**src/rtl/cla_seq_adder.sv**
```systemverilog
`default_nettype none
// ============================================================================
// Module   : cla_seq_adder
// Brief    : N-bit add/subtract sequenced through a K-bit carry-lookahead
//            slice, one chunk per clock, with start/busy/done handshake.
// Revision : 1.0 - initial release
// ============================================================================
module cla_seq_adder #(
    parameter int N = 32,
    parameter int K = 8
) (
    input  logic         clk,
    input  logic         rst,
    input  logic         start,
    input  logic         sub,
    input  logic [N-1:0] a,
    input  logic [N-1:0] b,
    input  logic         cin,
    output logic         busy,
    output logic         done,
    output logic [N-1:0] sum,
    output logic         cout,
    output logic         ovf,
    output logic         zero
);

    localparam int C  = N / K;
    localparam int IW = (C > 1) ? $clog2(C) : 1;

    typedef enum logic [0:0] {
        ST_IDLE = 1'b0,
        ST_RUN  = 1'b1
    } state_t;

    state_t          r_state;
    state_t          w_state_next;
    logic [IW-1:0]   r_idx;
    logic            r_carry;
    logic [N-1:0]    r_a;
    logic [N-1:0]    r_b;
    logic [N-1:0]    r_acc;
    logic [N-1:0]    w_acc_next;
    logic [K-1:0]    w_a_chunk;
    logic [K-1:0]    w_b_chunk;
    logic [K-1:0]    w_p;
    logic [K-1:0]    w_g;
    logic [K:0]      w_c;
    logic [K-1:0]    w_s;
    logic            w_last;
    logic            w_term;
    logic            w_any;

    assign w_last    = (r_idx == IW'(C - 1));
    assign w_a_chunk = r_a[int'(r_idx)*K +: K];
    assign w_b_chunk = r_b[int'(r_idx)*K +: K];
    assign w_p       = w_a_chunk ^ w_b_chunk;
    assign w_g       = w_a_chunk & w_b_chunk;
    assign w_s       = w_p ^ w_c[K-1:0];
    assign busy      = (r_state == ST_RUN);

    // Every slice carry is expanded as a sum of generate/propagate products
    // rooted at the registered carry, so no carry ripples within the slice.
    always_comb begin
        w_c    = '0;
        w_term = 1'b0;
        w_any  = 1'b0;
        w_c[0] = r_carry;
        for (int i = 1; i <= K; i++) begin
            w_any = 1'b0;
            for (int j = 0; j < i; j++) begin
                w_term = w_g[j];
                for (int m = j + 1; m < i; m++) begin
                    w_term = w_term & w_p[m];
                end
                w_any = w_any | w_term;
            end
            w_term = r_carry;
            for (int m = 0; m < i; m++) begin
                w_term = w_term & w_p[m];
            end
            w_c[i] = w_any | w_term;
        end
    end

    always_comb begin
        w_acc_next = r_acc;
        w_acc_next[int'(r_idx)*K +: K] = w_s;
    end

    always_comb begin
        w_state_next = r_state;
        case (r_state)
            ST_IDLE: if (start)  w_state_next = ST_RUN;
            ST_RUN:  if (w_last) w_state_next = ST_IDLE;
            default:             w_state_next = ST_IDLE;
        endcase
    end

    always_ff @(posedge clk or posedge rst) begin
        if (rst) begin
            r_state <= ST_IDLE;
            r_idx   <= '0;
            r_carry <= 1'b0;
            r_a     <= '0;
            r_b     <= '0;
            r_acc   <= '0;
            done    <= 1'b0;
            sum     <= '0;
            cout    <= 1'b0;
            ovf     <= 1'b0;
            zero    <= 1'b1;
        end else begin
            r_state <= w_state_next;
            done    <= 1'b0;
            case (r_state)
                ST_IDLE: begin
                    if (start) begin
                        r_a     <= a;
                        r_b     <= sub ? ~b : b;
                        r_carry <= sub | cin;
                        r_idx   <= '0;
                    end
                end
                ST_RUN: begin
                    r_acc   <= w_acc_next;
                    r_carry <= w_c[K];
                    r_idx   <= w_last ? '0 : r_idx + IW'(1);
                    if (w_last) begin
                        sum  <= w_acc_next;
                        cout <= w_c[K];
                        ovf  <= w_c[K-1] ^ w_c[K];
                        zero <= ~|w_acc_next;
                        done <= 1'b1;
                    end
                end
                default: ;
            endcase
        end
    end

endmodule
`default_nettype wire

```
**config.mk**
```make
export PLATFORM = sky130hd
export DESIGN_NAME = cla_seq_adder
export DESIGN_NICKNAME = d
export VERILOG_FILES = /design/src/rtl/cla_seq_adder.sv
export SDC_FILE = /design/constraint.sdc
export NUM_CORES = 1
export LEC_CHECK = 0
export CAP_MARGIN = 20
export CORE_MARGIN = 2
export CORE_UTILIZATION = 45
export DETAILED_ROUTE_END_ITERATION = 10
export GPL_TIMING_DRIVEN = 0
export PLACE_DENSITY_LB_ADDON = 0.08
export SETUP_SLACK_MARGIN = 0.1
export SLEW_MARGIN = 40
export SYNTH_ARGS = -nofsm -noshare
export SYNTH_HDL_FRONTEND = slang
export SYNTH_SLANG_ARGS = --single-unit
```
**constraint.sdc**
```tcl
create_clock -name clk -period 8.8 [get_ports clk]
set_input_delay 2.64 -clock clk [delete_from_list [all_inputs] [get_ports clk]]
set_output_delay 2.64 -clock clk [all_outputs]
set_load 0.01 [all_outputs]
```
## After elaboration in Yosys (flattened, before gate mapping)

Index checks and enable logic that the tools add are counted.

- Flip-flop bits (word level): 136
- Output and inout bits: 37
- Logic and storage cells: 114

- Add/subtract/negate cells: 2
- Eq/ne operators: 2
- Shift-type cells: 4
- Mux-type cells: 12
- Bitwise gates (word level): 79
- Reduce and logical (&&, ||, !) cells: 4

Operators by type and width:

| cell | count |
|---|---|
| $shiftx A32 B6 Y8 | 2 |
| $or A1 B1 Y1 | 37 |
| $and A1 B1 Y1 | 36 |
| $neg A5 Y33 | 1 |
| $shift A8 B33 Y32 const A | 1 |
| $shiftx A8 B33 Y32 | 1 |
| $bwmux W32 | 1 |
| $mux W32 | 1 |
| $not A32 Y32 | 1 |
| $reduce_or A32 Y1 | 1 |
| $xor A8 B8 Y8 | 2 |
| $and A8 B8 Y8 | 1 |
| $mux W1 | 5 |
| $mux W2 | 2 |
| $pmux W1 S2 | 2 |
| $pmux W2 S2 | 1 |
| $reduce_and A2 Y1 | 2 |
| $add A2 B1 Y2 const B | 1 |
| $eq A2 B2 Y1 const B | 1 |
| $ne A2 B2 Y1 const B | 1 |
| $logic_not A1 Y1 | 1 |
| $not A1 Y1 | 1 |
| $xor A1 B1 Y1 | 1 |

## Logic depth before layout (Yosys ltp)

Gate-level depths: netlist of run 1.

- Depth in word-level cells: 20
- Gate-level depth with buffers: 12
- Depth with buffers taken out: 9

## Worst setup path before layout of run 1

Ideal clock, no wire load.

- Path kind: in2reg
- Start point: in start
- End point: reg r_a[10]
- Arrival: 3591 ps
- Data required time: 8675 ps
- Path slack: 5084 ps
- Stages: 4
- Cells stage by stage: nand2b_1 clkbuf_1 clkbuf_1 mux2_2

- Word-level cells in the longest chain between the ends: 1

RTL lines:

| what | RTL line | RTL |
|---|---|---|
| start, declared | 14 | `input logic start,` |
| $reduce_and A2 Y1 (no line) | - |  |
| end signal, assigned | 104 | `r_a <= '0;` |
| end signal, assigned | 118 | `r_a <= a;` |
| end, declared | 39 | `logic [N-1:0] r_a;` |

No other way between the ends.
A chain may end at the register's enable or synchronous reset.

## Worst setup path in the final report of run 1

- Start point: reg r_idx[0]
- End point: reg sum[5]

- Word-level cells in the longest chain between the ends: 18
- Elaborated cells between the ends (all ways): 67

RTL lines:

| what | RTL line | RTL |
|---|---|---|
| start, declared | 37 | `logic [IW-1:0] r_idx;` |
| start signal, assigned | 127 | `r_idx <= w_last ? '0 : r_idx + IW'(1);` |
| $shiftx A32 B6 Y8, on equally long branches | 54, 55 |  |
| $and A8 B8 Y8 or $xor A8 B8 Y8 (tied branches) | 57, 56 |  |
| $and A1 B1 Y1 (6 in series) | 73 | `w_term = w_term & w_p[m];` |
| $or A1 B1 Y1 (6 in series) | 75 | `w_any = w_any \| w_term;` |
| $or A1 B1 Y1 | 81 | `w_c[i] = w_any \| w_term;` |
| $xor A8 B8 Y8 | 58 | `assign w_s = w_p ^ w_c[K-1:0];` |
| $shiftx A8 B33 Y32 | 87 | `w_acc_next[int'(r_idx)*K +: K] = w_s;` |
| $bwmux W32 | 87 |  |
| end signal, assigned | 129 | `sum <= w_acc_next;` |
| end, declared | 21 | `output logic [N-1:0] sum,` |

Several ways; a longest one is shown, not always the timed one.

==> results.sh, run 1 <==
export IMPL_vias=5283
export IMPL_drv_slew=0
export IMPL_area_growth_pct=28.57
export IMPL_clock_latency_ns=0.42
export IMPL_worstPathCellList="buf_2 -> clkbuf_1 -> mux4_2 -> ha_1 -> ha_1 -> o21a_1 -> nor4_1 -> o31ai_1 -> o21ai_1 -> o2bb2ai_1 -> mux2_2"
export IMPL_totalNegativeSetupSlack_ns=0
export IMPL_hold_depth=2
export IMPL_worstHoldPathType="register to register"
export IMPL_die_area_um2=15910
export IMPL_grt_pass1_vias=5336
export IMPL_cts_buffer_depth=2
export IMPL_postRouteAntennaNets=0
export IMPL_die_width_um=126.1
export IMPL_fin_worst_skew_ns=0.007004
export IMPL_path_buf_inv=2
export IMPL_status="finished, final reports clean"
export IMPL_crit_arrival_ns=4.90
export IMPL_cp_slowest_stage_delay_ns=0.65
export IMPL_synthArstFlopShare_pct=100.0
export IMPL_cp_max_fo=10
export IMPL_synthCells=631
export IMPL_tightest_slew_ns=0.8031
export IMPL_cts_inserted_buffers=17
export IMPL_period_share_pct=52.17
export IMPL_track_usage_pct=22.35
export IMPL_pre_cts_ws_ns=3.970
export IMPL_max_cap_violations=0
export IMPL_ir_worst_vdd_v=0.0002675
export IMPL_initial_utilization_pct=46.19
export IMPL_min_period_ns=4.591
export IMPL_ys_types=59
export IMPL_ys_flop_type="dfrtp_1"
export IMPL_synthTopCellsByArea="dfrtp_1 50%, o21ai_0 6.7%, mux2_2 5.9%, nand2_1 5.8%, mux4_2 5.4%"
export IMPL_clock_fmax_mhz=217.8
export IMPL_nNetsFinal=840
export IMPL_required_ns=9.10
export IMPL_hold_buffers=0
export IMPL_die_h_um=126.1
export IMPL_cp_common_cell="ha_1"
export IMPL_synth_seq_area_share_pct=50.71
export IMPL_netlist_area_um2=6714
export IMPL_cp_slowest_cell="o21ai_1"
export IMPL_ctsResizeCount=0
export IMPL_crit_type="register to register"
export IMPL_r2r_cells=11
export IMPL_synth_area_leader_cell="dfrtp_1"
export IMPL_wl_um=17050
export IMPL_synth_top_area_share_pct=50.32
export IMPL_syn_nets=716
export IMPL_grt_first_pass_wirelength_um=27570
export IMPL_slew_headroom_pct=46.10
export IMPL_cts_root_buf="clkbuf_16"
export IMPL_drcViolationCount=0
export IMPL_htreeDepth=4
export IMPL_cp_top_family="compound AO/OA/AOI/OAI gates"
export IMPL_drt_iter0_drc=336
export IMPL_grt_antenna_before_repair=0
export IMPL_setup_viol=0
export IMPL_cp_start_kind="register"
export IMPL_cts_sinks=136
export IMPL_cts_tree="built"
export IMPL_p_per_area_nw_per_um2=452.8
export IMPL_cts_setup_buffers=0
export IMPL_core_rowCount=44
export IMPL_overflow=0
export IMPL_endpoint_kind="register"
export IMPL_cts_clk_slew_worst_paths_ns=0.05
export IMPL_path_depth=11
export IMPL_ys_ff_latch=136
export IMPL_drt_pre_antenna_iters=5
export IMPL_portBuffers=104
export IMPL_grt_max_degree=71
export IMPL_synth_warnings=0
export IMPL_p_leak_uw=0.003633
export IMPL_rsz0062_at_grt="false"
export IMPL_synth_edf_count=0
export IMPL_drive_gt1_share_pct=12.65
export IMPL_antennaDiodeCount=0
export IMPL_synth_avg_cell_area_um2=10.64
export IMPL_wl_per_cell_um=17.93
export IMPL_core_area_um2=14530
export IMPL_ios=106
export IMPL_hpwl_um=12590
export IMPL_worst_slack_ns=4.209
export IMPL_routabilityCongestion=0.8847
export IMPL_hold_viol=0
export IMPL_post_drt_via_cell_ratio=5.555
export IMPL_post_route_util_pct=59.39
[power by group]
group	internal [uW]	switching, uW
Sequential	896	155
Combinational	846	1290
Clock	467	253
[worst min-delay path, stage by stage (launching register included)]
cell and delay [ns]:
dfrtp_1 0.34, nand2_1 0.05, o21ai_0 0.06
[cells in the mapped netlist (7+ instances only)]
master	instances
dfrtp_1	135
nand2_1	104
o21ai_0	90
mux2_2	35
xnor2_1	33
clkbuf_1	28
a21oi_1	23
inv_1	17
mux4_2	16
nor2_1	16
nor2b_1	16
ha_1	15
o21a_1	11
o221ai_1	7
[state kept, by name, indices dropped and copies added (netlist names)]
signal / cells
done: 1
r_a: 32
zero: 1
r_b: 32
cout: 1
r_carry: 1
ovf: 1
r_idx: 2
r_acc: 32
sum: 32
busy: 1
[cells by family after synthesis]
| kind of cell | synth area share [%] |
|---|---|
| compound gates | 15.43 |
| xor+xnor | 4.566 |
| fa+ha+maj | 3.094 |
| buf+inv | 3.075 |
| flops | 50.71 |
| mux | 11.54 |
| simple gates | 11.59 |
[routing by layer]
metal  track usage, %  up-vias  wire, um
met3            4.206       33       849
li1                 -     2478         -
met4            11.12        0       612
met2            36.62      180      8292
met1            28.53     2592      7294
met5                0        -         0
[layout by cell type (no fill, tap or decap), types with 3 or more instances in the layout]
master / synthesis / layout
o21a_1: 11 / 11
buf_2: 6 / 6
mux4_2: 16 / 16
a32o_1: 3 / 3
a22oi_1: 4 / 4
clkbuf_1: 28 / 29
nor3_1: 4 / 4
inv_1: 17 / 16
nor2_1: 16 / 16
nand2_1: 104 / 104
o21ai_0: 90 / 90
clkdlybuf4s50_1: 0 / 104
and3_1: 3 / 3
o22ai_1: 5 / 5
clkbuf_16: 0 / 17
o221ai_1: 7 / 7
a21oi_1: 23 / 23
mux2_2: 35 / 35
ha_1: 15 / 15
xnor2_1: 33 / 33
nor2b_1: 16 / 16
nor4_1: 6 / 6
o21ai_1: 3 / 3
dfrtp_1: 135 / 135
nand2b_1: 4 / 4
clkbuf_8: 0 / 7
[through the flow]
step	instance area, um2	power (uW)	std cells	hold slack (ns)
4_1_cts	8632	3908	951	0.4785
3_3_place_gp	7985	3111	919	0.4569
5_1_grt	8632	4185	951	0.5016
6_report	8632	3908	951	0.4770
2_1_floorplan	6714	2418	631	0.4422
3_5_place_dp	8020	3173	920	0.4696
[cell type report]
| cell class | instances | area, um2 |
|---|---|---|
| inverter | 18 | 75.07 |
| clock inverter | 6 | 86.33 |
| tap | 184 | 230.2 |
| buffer | 35 | 138.9 |
| clock buffer | 25 | 525.5 |
| multi-input combinational | 442 | 3103 |
| timing repair buffer | 105 | 1069 |
| fill | 1256 | 5902 |
| sequential | 136 | 3405 |
[worst paths after layout]
path                                        endpoint                 start  slack, ns
worst max register to register    sum[5]$_DFFE_PP0P_  r_idx[0]$_DFFE_PP0P_       4.21
min in group asynchronous         sum[0]$_DFFE_PP0P_                   rst       2.67
max in group asynchronous       r_idx[1]$_DFFE_PP0P_                   rst       5.42
worst min-delay path              sum[8]$_DFFE_PP0P_    sum[8]$_DFFE_PP0P_       0.48
worst max-delay path              sum[5]$_DFFE_PP0P_  r_idx[0]$_DFFE_PP0P_       4.21
worst min register to register    sum[8]$_DFFE_PP0P_    sum[8]$_DFFE_PP0P_       0.48
(Power assumes the default switching activity.)
==> run 2, diff against run 1 <==
- clock period: 8.8 -> 3.8 ns (I/O delays scaled with it)
==> run 2 against run 1 <==
Compared with the run above:
- worst setup slack got worse by 4.0 ns
- global-route usage increased by 0.80 points
- non-clock buffer count increased by 8
- critical endpoint is now zero$_DFFE_PP1P_
- largest power group unchanged
==> results.sh, run 2 (synthesis gave the netlist of run 1 again) <==
export IMPL_status="finished, final reports clean"
export IMPL_htreeDepth=4
export IMPL_crit_arrival_ns=3.88
export IMPL_track_usage_pct=23.15
export IMPL_seqPwrFrac_pct=26.0
export IMPL_die_area_um2=15910
export IMPL_cts_buffer_depth=2
export IMPL_worstPathCellList="buf_8 -> buf_8 -> mux4_2 -> ha_1 -> ha_1 -> o211a_1 -> or3_4 -> nand2_1 -> o21ai_0 -> a2111o_1 -> o31ai_2"
export IMPL_core_area_um2=14530
export IMPL_hpwl_um=13130
export IMPL_post_route_util_pct=60.26
export IMPL_clock_fmax_mhz=281.6
export IMPL_drt_pre_antenna_iters=5
export IMPL_period_share_pct=93.44
export IMPL_grt_antenna_before_repair=0
export IMPL_worstHoldPathType="register to register"
export IMPL_portBuffers=104
export IMPL_pre_cts_ws_ns=-0.7714
export IMPL_hold_buffers=0
export IMPL_drcViolationCount=0
export IMPL_cp_slowest_cell="mux4_2"
export IMPL_antennaDiodeCount=0
export IMPL_p_sw_share_pct=43.72
export IMPL_rsz0062_at_grt="false"
export IMPL_routabilityCongestion=0.8755
export IMPL_power_frac_comb_pct=57.0
export IMPL_cp_max_fo=10
export IMPL_crit_type="register to register"
export IMPL_p_per_area_nw_per_um2=1069
export IMPL_nNetsFinal=848
export IMPL_area_growth_pct=30.45
export IMPL_grt_pass1_vias=5454
export IMPL_required_ns=4.13
export IMPL_final_common_cell="dfrtp_1"
export IMPL_fin_worst_skew_ns=0.005324
export IMPL_drt_iter0_drc=342
export IMPL_initial_utilization_pct=46.19
export IMPL_r2r_cells=11
export IMPL_wl_per_cell_um=18.36
export IMPL_cts_tree="built"
export IMPL_totalNegativeSetupSlack_ns=0
export IMPL_die_width_um=126.1
export IMPL_place_area_um2=8089
export IMPL_die_h_um=126.1
export IMPL_cts_sinks=136
export IMPL_postRouteAntennaNets=0
export IMPL_max_cap_violations=0
export IMPL_cts_inserted_buffers=17
export IMPL_clock_latency_ns=0.42
export IMPL_cts_root_buf="clkbuf_16"
export IMPL_wl_um=17620
export IMPL_setup_viol=0
export IMPL_worst_slack_ns=0.2492
export IMPL_drv_slew=0
export IMPL_vias=5370
export IMPL_p_int_uw=5267
export IMPL_cp_start_kind="register"
export IMPL_overflow=0
export IMPL_grt_max_degree=28
export IMPL_post_drt_via_cell_ratio=5.594
export IMPL_grt_first_pass_wirelength_um=28700
export IMPL_cts_clk_slew_worst_paths_ns=0.06
export IMPL_hold_viol=0
export IMPL_cp_slowest_stage_delay_ns=0.56
export IMPL_slew_headroom_pct=49.11
export IMPL_final_area_um2=8758
export IMPL_endpoint_kind="register"
export IMPL_ios=106
export IMPL_hold_depth=2
export IMPL_tightest_slew_ns=0.7634
export IMPL_p_sw_uw=4092
export IMPL_layout_common_cells="134 x dfrtp_1, 104 x nand2_1, 104 x clkdlybuf4s50_1"
export IMPL_p_leak_uw=0.003693
export IMPL_min_period_ns=3.551
export IMPL_clkPwrFrac_pct=17.0
export IMPL_ir_worst_vdd_v=0.0006753
export IMPL_core_rowCount=44
export IMPL_drive_gt1_share_pct=14.95
run 2: cell type report:
class / instances / area, um2
buffer: 35 / 168.9
clock buffer: 19 / 442.9
clock inverter: 13 / 128.9
fill: 1247 / 5776
inverter: 18 / 71.32
multi-input combinational: 442 / 3127
sequential: 136 / 3406
tap: 184 / 230.2
timing repair buffer: 113 / 1184
run 2: path summary, 6_finish.rpt:
check,startpoint,endpoint,slack [ns]
max in group asynchronous,rst,r_idx[0]$_DFFE_PP0P_,2.07
max reg2reg,r_idx[0]$_DFFE_PP0P_,zero$_DFFE_PP1P_,0.25
max,r_idx[0]$_DFFE_PP0P_,zero$_DFFE_PP1P_,0.25
min,sum[0]$_DFFE_PP0P_,sum[0]$_DFFE_PP0P_,0.48
min reg2reg,sum[0]$_DFFE_PP0P_,sum[0]$_DFFE_PP0P_,0.48
min in group asynchronous,rst,sum[0]$_DFFE_PP0P_,1.06
run 2: stage by stage:
| step | cells | hold WS (ns) | power [uW] |
|---|---|---|---|
| after CTS | 958 | 0.4825 | 9195 |
| after global placement | 919 | 0.4563 | 7203 |
| final | 960 | 0.4772 | 9359 |
| after floorplan | 631 | 0.4422 | 5601 |
| after global routing | 960 | 0.5104 | 9940 |
| after detailed placement | 924 | 0.4698 | 7351 |
run 2: power groups by stage:
stage	Sequential, uW	Clock (uW)	Combinational, uW
after floorplan	2420	0	3180
after global placement	2410	0	4790
after detailed placement	2460	0	4890
after CTS	2430	1610	5150
after global routing	2520	1670	5760
final	2440	1590	5340
run 2: what timing repair did:
action,4_1_cts,5_1_grt
pin swaps,1,2
resized for setup,14,7
buffers inserted,2,2
endpoints found under the setup margin,49,9
endpoints found under the hold margin,0,0
run 2: critical path, delay by kind of cell, from the launching register on:
kind / cells / cell delay (ns)
AO/OA/AOI/OAI: 4 / 1.04
adder cells (fa/ha/maj): 2 / 0.53
buffers and inverters: 2 / 0.34
flip-flops: 1 / 0.38
multiplexers: 1 / 0.56
AND/OR/NAND/NOR: 2 / 0.61
run 2: metal layers:
layer | vias up | share of wire, % | track usage, %
li1 | 2502 | - | -
met1 | 2657 | 42 | 29.61
met3 | 29 | 5.0 | 4.333
met4 | 0 | 1.9 | 8.145
met5 | - | 0 | 0
met2 | 182 | 51 | 39.56
==> run 3, diff against run 2 <==
- CORE_MARGIN: 2 -> 5
==> run 3 against run 2 <==
Compared with the run above:
- sequential power about the same
- largest power group unchanged
- via count down 1.6%
- largest cell class unchanged
- global-route usage down 1.8 points
- non-clock buffer count down 1
- critical endpoint unchanged
- sequential cell count unchanged
==> results.sh, run 3 (synthesis gave the netlist of run 1 again) <==
export IMPL_cts_clk_slew_worst_paths_ns=0.06
export IMPL_wl_per_cell_um=18.57
export IMPL_ir_worst_vdd_v=0.0005660
export IMPL_min_to="r_b[12]$_DFFE_PP0P_"
export IMPL_grt_antenna_before_repair=0
export IMPL_dp_cells=925
export IMPL_seqPwrFrac_pct=26.2
export IMPL_cts_inserted_buffers=17
export IMPL_power_frac_comb_pct=56.5
export IMPL_setup_viol=0
export IMPL_htreeDepth=4
export IMPL_track_usage_pct=21.31
export IMPL_p_int_uw=5186
export IMPL_cts_tree="built"
export IMPL_layout_common_cells="134 x dfrtp_1, 104 x nand2_1, 104 x clkdlybuf4s50_1"
export IMPL_antennaDiodeCount=0
export IMPL_ff2ff_setup_slack_ns=0.19
export IMPL_core_rowCount=44
export IMPL_die_h_um=132.1
export IMPL_endpoint_kind="register"
export IMPL_crit_type="register to register"
export IMPL_cp_start_kind="register"
export IMPL_drive_gt1_share_pct=14.84
export IMPL_initial_utilization_pct=46.02
export IMPL_area_growth_pct=31.03
export IMPL_portBuffers=104
export IMPL_clock_latency_ns=0.42
export IMPL_clkPwrFrac_pct=17.3
export IMPL_grt_max_degree=26
export IMPL_grt_pass1_vias=5581
export IMPL_p_per_area_nw_per_um2=1048
export IMPL_fin_worst_skew_ns=0.007261
export IMPL_required_ns=4.13
export IMPL_overflow=0
export IMPL_totalNegativeSetupSlack_ns=0
export IMPL_postRouteAntennaNets=0
export IMPL_timing_rr_start="r_idx[0]$_DFFE_PP0P_"
export IMPL_fin_cells=959
export IMPL_grt_first_pass_wirelength_um=29390
export IMPL_clock_fmax_mhz=277.3
export IMPL_worstHoldPathType="register to register"
export IMPL_r2r_end="zero$_DFFE_PP1P_"
export IMPL_p_sw_uw=4034
export IMPL_drt_pre_antenna_iters=4
export IMPL_hold_depth=2
export IMPL_worstHoldStart="r_b[12]$_DFFE_PP0P_"
export IMPL_cts_buffer_depth=2
export IMPL_drcViolationCount=0
export IMPL_p_sw_share_pct=43.76
export IMPL_cts_sinks=136
export IMPL_ios=106
export IMPL_vias=5284
export IMPL_cts_root_buf="clkbuf_16"
export IMPL_tightest_slew_ns=0.7345
export IMPL_final_common_cell="dfrtp_1"
export IMPL_wl_um=17810
export IMPL_drv_slew=0
export IMPL_max_cap_violations=0
export IMPL_routabilityCongestion=0.8841
export IMPL_crit_arrival_ns=3.93
export IMPL_post_drt_via_cell_ratio=5.510
export IMPL_r2r_cells=11
export IMPL_fillerInstances=1229
export IMPL_slew_headroom_pct=51.04
export IMPL_min_period_ns=3.606
export IMPL_die_area_um2=17460
export IMPL_die_width_um=132.1
export IMPL_p_leak_uw=0.003695
export IMPL_hold_viol=0
export IMPL_hpwl_um=13350
export IMPL_core_area_um2=14590
export IMPL_status="finished, final reports clean"
export IMPL_drt_iter0_drc=398
export IMPL_nNetsFinal=847
export IMPL_period_share_pct=94.89
export IMPL_hold_buffers=0
export IMPL_rsz0062_at_grt="true"
export IMPL_cp_max_fo=10
-- run 3: cell types whose count changed in the layout (fill, tap and decap cells not counted), sizes merged --
cell / delta
clkinvlp: +4
buf: -2
clkinv: -2
inv: -1
-- run 3: worst max path at each step --
stage	cells after the start	from	slack, ns	end
after floorplan	11	r_idx[0]$_DFFE_PP0P_	0.11	zero$_DFFE_PP1P_
after global placement	11	r_idx[0]$_DFFE_PP0P_	-0.71	sum[5]$_DFFE_PP0P_
after detailed placement	11	r_idx[0]$_DFFE_PP0P_	-0.75	sum[5]$_DFFE_PP0P_
after CTS	11	r_idx[1]$_DFFE_PP0P_	0.16	zero$_DFFE_PP1P_
after global routing	11	r_idx[0]$_DFFE_PP0P_	0.05	zero$_DFFE_PP1P_
final	11	r_idx[0]$_DFFE_PP0P_	0.19	zero$_DFFE_PP1P_
-- run 3: metrics by stage --
step                      area, um2  power [uW]  hold WS [ns]  utilization [%]  worst slack [ns]
after floorplan                6718        5601        0.4422                -            0.1146
after global placement         7989        7254        0.4583            54.76           -0.7113
after detailed placement       8147        7379        0.4670            55.84           -0.7480
after CTS                      8790        9220        0.4800            60.25            0.1628
after global routing           8797        9857        0.4904            60.30           0.04819
final                          8797        9220        0.4751            60.30            0.1941
-- run 3: power groups by stage --
stage / clock network, uW / registers [uW] / logic [uW]
after global routing: 1680 / 2490 / 5690
final: 1600 / 2420 / 5210
after detailed placement: 0 / 2450 / 4930
after global placement: 0 / 2410 / 4840
after floorplan: 0 / 2420 / 3180
after CTS: 1620 / 2420 / 5180
-- run 3: repair_timing --
action,4_1_cts,5_1_grt
endpoints found under the hold margin,0,0
cloned,0,0
pin swaps,1,1
gates resized for setup,14,2
buffers inserted,2,1
setup endpoints to repair,48,6
-- run 3: final cells by class --
class	instances	area [um2]	area share, %
Inverter	18	71.32	0.8107
Sequential cell	136	3406	38.71
Tap cell	184	230.2	2.617
Clock buffer	18	439.2	4.992
Buffer	34	162.7	1.849
Multi-Input combinational cell	442	3122	35.49
Clock inverter	14	132.6	1.508
Timing Repair Buffer	113	1234	14.02
-- run 3: metal layers --
metal	wire [um]	share of wire (%)	track usage [%]
met1	7680	43	27.51
met2	8666	49	34.05
met3	702	3.9	3.779
met4	756	4.2	11.83
met5	0	0	0
-- run 3: critical path: stages, from the launching register on --
cell and delay (ns):
dfrtp_2 0.38, buf_8 0.16, clkbuf_8 0.21, mux4_2 0.56
ha_1 0.31, ha_1 0.21, o211a_1 0.25, or3_1 0.44
a32oi_2 0.28, o311ai_1 0.14, a2111o_1 0.31, o31ai_2 0.25
